--- config.mk ---
export PLATFORM = sky130hd
export DESIGN_NAME = i2s_tx
export DESIGN_NICKNAME = d
export VERILOG_FILES = /design/src/rtl/i2s_tx.sv
export SDC_FILE = /design/constraint.sdc
export NUM_CORES = 1
export LEC_CHECK = 0
export CORE_ASPECT_RATIO = 1.1
export CORE_MARGIN = 5
export CORE_UTILIZATION = 32
export DETAILED_ROUTE_END_ITERATION = 8
export SLEW_MARGIN = 10
export SYNTH_ARGS = -nofsm -noshare
export SYNTH_HDL_FRONTEND = slang
export SYNTH_SLANG_ARGS = --single-unit
--- constraint.sdc ---
create_clock -name clk -period 3.2 [get_ports clk]
set_input_delay 0.64 -clock clk [delete_from_list [all_inputs] [get_ports clk]]
set_output_delay 0.64 -clock clk [all_outputs]
set_load 0.1 [all_outputs]
--- src/rtl/i2s_tx.sv ---
// I2S master transmitter: 16-bit stereo, 32 bclk slots per frame,
// standard one-bit-delayed MSB-first framing from a single clock.
module i2s_tx #(
    parameter int BCLK_DIV = 23
) (
    input  logic        clk,
    input  logic        rst,
    input  logic [15:0] left_in,
    input  logic [15:0] right_in,
    input  logic        sample_valid,
    output logic        sample_ready,
    output logic        frame_start,
    output logic        underrun,
    output logic        bclk,
    output logic        wclk,
    output logic        dout
);

    localparam int DW = $clog2(BCLK_DIV);
    localparam logic [DW-1:0] DIV_LAST = DW'(BCLK_DIV - 1);

    logic [DW-1:0] div;
    logic [4:0]    slot;
    logic [4:0]    slot_next;
    logic [31:0]   shifter;
    logic [15:0]   hold_left;
    logic [15:0]   hold_right;
    logic          div_end;
    logic          fall;
    logic          load;
    logic          take;

    assign div_end   = (div == DIV_LAST);
    assign fall      = div_end & bclk;
    assign slot_next = slot + 5'd1;
    assign load      = fall & (slot == 5'd31);
    assign take      = sample_valid & sample_ready;

    always_ff @(posedge clk) begin
        if (rst) begin
            div  <= '0;
            bclk <= 1'b0;
        end else if (div_end) begin
            div  <= '0;
            bclk <= ~bclk;
        end else begin
            div  <= div + DW'(1);
        end
    end

    // Everything on the serial side moves only on bclk falling edges.
    always_ff @(posedge clk) begin
        if (rst) begin
            slot    <= 5'd31;
            wclk    <= 1'b1;
            dout    <= 1'b0;
            shifter <= '0;
        end else if (fall) begin
            slot <= slot_next;
            wclk <= slot_next[4];
            dout <= shifter[31];
            if (load) begin
                shifter <= {hold_left, hold_right};
            end else begin
                shifter <= {shifter[30:0], 1'b0};
            end
        end
    end

    // A sample taken on the load clock lands in hold; the shifter already
    // took the old hold contents, so ready stays low for the new one.
    always_ff @(posedge clk) begin
        if (rst) begin
            hold_left    <= '0;
            hold_right   <= '0;
            sample_ready <= 1'b1;
            frame_start  <= 1'b0;
            underrun     <= 1'b0;
        end else begin
            frame_start <= load;
            underrun    <= load & sample_ready;
            if (take) begin
                hold_left    <= left_in;
                hold_right   <= right_in;
                sample_ready <= 1'b0;
            end else if (load) begin
                sample_ready <= 1'b1;
            end
        end
    end

endmodule
==> metrics.md <==
| Metric | Value |
|---|---|
| CTS resizes | 0 |
| Pleak | 1.550 nW |
| Core ar. | 9937 sq um |
| Remaining DRCs | 0 |
| Metal-1 WL | 3.345 mm |
| Total GRT Usage | 0.1217 |
| Final Wtd Congestion | 0.7348 |
| CP Class | reg2reg |
| Cell count after synthesis | 353 |
| Worst Tran Pin Value | 0.7603 ns |
| Yosys warns | 0 |
| Top Ports | 41 |
| Clk root buf | clkbuf_8 |
| WP data required | ~3.4 ns |
| Place WS | 1.155 ns |
| Slew headroom | 0.4931 |
| Setup Skew | 0.004594 ns |
| Die ar. | between 10000 and 15000 sq um |
| Number of diodes | 0 |
| DR top layer | met4 |
| Final non-filler cell total | roughly 510 |
| ANT nets after route | 0 |
| Cell taking the most area after synthesis | dfxtp_1 |
| RSZ-0062 raised after global routing | no |
| Hold path start | hold_right[10] |
| Vias per Instance | 4.943 |
| Final core utilization | 0.3988 |
| Worst Hold Class | reg2reg |
| Met2 WL | a little over 3 mm |
| Total setup buffers inserted after CTS | 0 |
| Worst path arrival time | between 2 and 2.5 ns |
| Row count | 38 |
| Count of final setup violators | 0 |
| Initial antenna violation count | 0 |
| Syn-to-layout area delta | 20.92% |
| Hold Buf Count CTS | 0 |
| Outcome | finished clean |
| Max cap viols | 0 |
| WL met3 | 384 microns |
| Sink Count | 79 |
| Die X | 106.5 microns |
| CTS tree | done |
| Crit path launch type | flop |
| Largest net degree at the start of global routing | 42 |
| Top cells by area, synth | dfxtp_1 48%, a21oi_1 10%, mux2i_1 9.5%, nand2_1 7.9%, a211oi_2 7.6% |
| Number of CTS-inserted buffers | 9 |
| Iter 0 DRT Violations | 101 |
| Syn_nets | about 400 |
| Setup_tns | 0 ns |
| Worst Setup SP | slot[0] |
| FF-to-FF Start | slot[0] |
| Minimum clock period | 2.050 ns |
| Worst setup EP type | flop |
| Synth unique cells | 29 |
| Nets | 423 |
| Final Hold Viols | 0 |
| PD cells | 498.0 nW/um^2 |
| Top cell type's share of synthesized area | 0.4826 |
| Clk buf depth | 2 |
| DR WL/cell | 13.61 microns |
| Vias | 2516 |
| GRT overflow | 0 |
| Fraction of layout cells with a size suffix above 1 | 0.1440 |
| Post-DP HPWL | 4.555 mm |
| Port-buffer cells | 40 |
| Register area share after synthesis | 0.4826 |
| Skew-Pair Late Insertion Delay | approximately 0.34 ns |
| Total Power | roughly 2.0 mW |
| Final worst slack | between 1 and 1.5 ns |
| Number of synthesized register bits | 79 |
| Routed Wire Length | 6.925 mm |
| FMAX | 0.4879 GHz |
| Critical Path Fanout Max | 23 |
| First-pass GRT wire length | roughly 12 mm |
| Hold slack | 0.4595 ns |
| VDD IR-drop max | slightly above 200 uV |
| Final Instance Area | 3963 sq um |
| Fillers | 1000 |
| DR pass1 iterations | 4 |
| DP Area | 3735 sq um |
| H-tree levels | 3 |
| Mapped cell area | 3277 sq um |
| Die Y | 116.1 microns |
| Initial Utilization | 0.3298 |
| Final worst-path cycle share | 0.6405 |
| Worst-path clk slew | 0.08 ns |
| Avg Cell Area, Syn | about 9.3 sq um |
| Vias in the first global route | 2602 |
| Placed Cells | 493 |
| Final Max Slew Viols | 0 |
[critical path: stages (launching register included)]
cell and delay [ns]:
dfxtp_1 0.38, ha_1 0.19, and3_1 0.16, ha_2 0.38
buf_4 0.44, mux2i_1 0.27, a211oi_2 0.09
[cells in the final DEF, fill, tap and decap left out, drive strengths merged]
cell,instances
dfxtp,79
nand2,69
a21oi,67
clkdlybuf4s50,33
mux2i,31
a211oi,31
buf,18
clkbuf,14
nor2,7
o21ai,6
nand3,4
ha,4
and3,3
inv,3
nor3,3
or3b,3
nand4,2
xor2,2
a211o,2
nand4b,1
and4b,1
and2,1
nand2b,1
xnor2,1
nor3b,1
bufinv,1
clkinv,1
[synthesized netlist by cell type]
cell type / n
nor3_1: 3
a211oi_2: 20
clkbuf_1: 11
mux2i_1: 31
clkbuf_4: 1
and4b_1: 1
buf_4: 1
nand4_1: 2
xor2_1: 2
buf_6: 3
dfxtp_1: 79
o21ai_0: 4
o21ai_1: 2
nand4b_1: 1
inv_1: 3
and3_1: 3
xnor2_1: 1
a21oi_1: 67
buf_2: 15
or3b_1: 3
nand2_1: 69
nand2b_1: 1
and2_1: 1
a211oi_1: 11
nor3b_1: 1
nand3_1: 4
a211o_1: 2
ha_1: 4
nor2_1: 7
[cells by family (layout without fill, tap and decap cells)]
family,Yosys count,after routing,synth area share
buffers and inverters,34,70,0.05384
AOI/OAI and AO/OA,106,106,0.2184
muxes,31,31,0.09469
adders and majority gates,4,4,0.01527
and+or+nand+nor,96,96,0.1272
xor gates and xnor gates,3,3,0.008020
DFF,79,79,0.4826
[layer usage]
layer	track usage	vias to the layer above
li1	-	1303
met4	0.05286	0
met3	0.03593	8
met1	0.1562	1150
met5	0	-
met2	0.1918	55
[worst paths after layout]
kind,endpoint,slack (ns),cells past startpoint
worst max-delay path,shifter[18],1.15,6
worst min-delay path,hold_right[10],0.46,2
worst min register to register,hold_right[10],0.46,2
worst max register to register,shifter[18],1.15,6
[flip-flops by register name, summed over array words and instances, names as in the netlist]
register      flops
wclk              1
bclk              1
underrun          1
sample_ready      1
frame_start       1
slot              4
div               5
shifter          32
hold_left        16
hold_right       16
dout              1
[final cells by class]
class,instances,area [sq um],share of cell area
Multi-Input combinational cell,240,1529,0.3859
Timing Repair Buffer,51,462.9,0.1168
Clock inverter,2,35.03,0.008841
Clock buffer,14,192.7,0.04863
Sequential cell,79,1582,0.3991
Inverter,3,11.26,0.002842
Tap cell,120,150.1,0.03789
[power breakdown]
part           switching [mW]  leakage [nW]  internal, mW  total (mW)
clock network           0.342         0.119         0.466       0.809
logic                  0.0713         0.789        0.0674       0.139
registers              0.0168         0.642          1.01        1.03
Note: power is estimated with default switching activity, not from simulation.
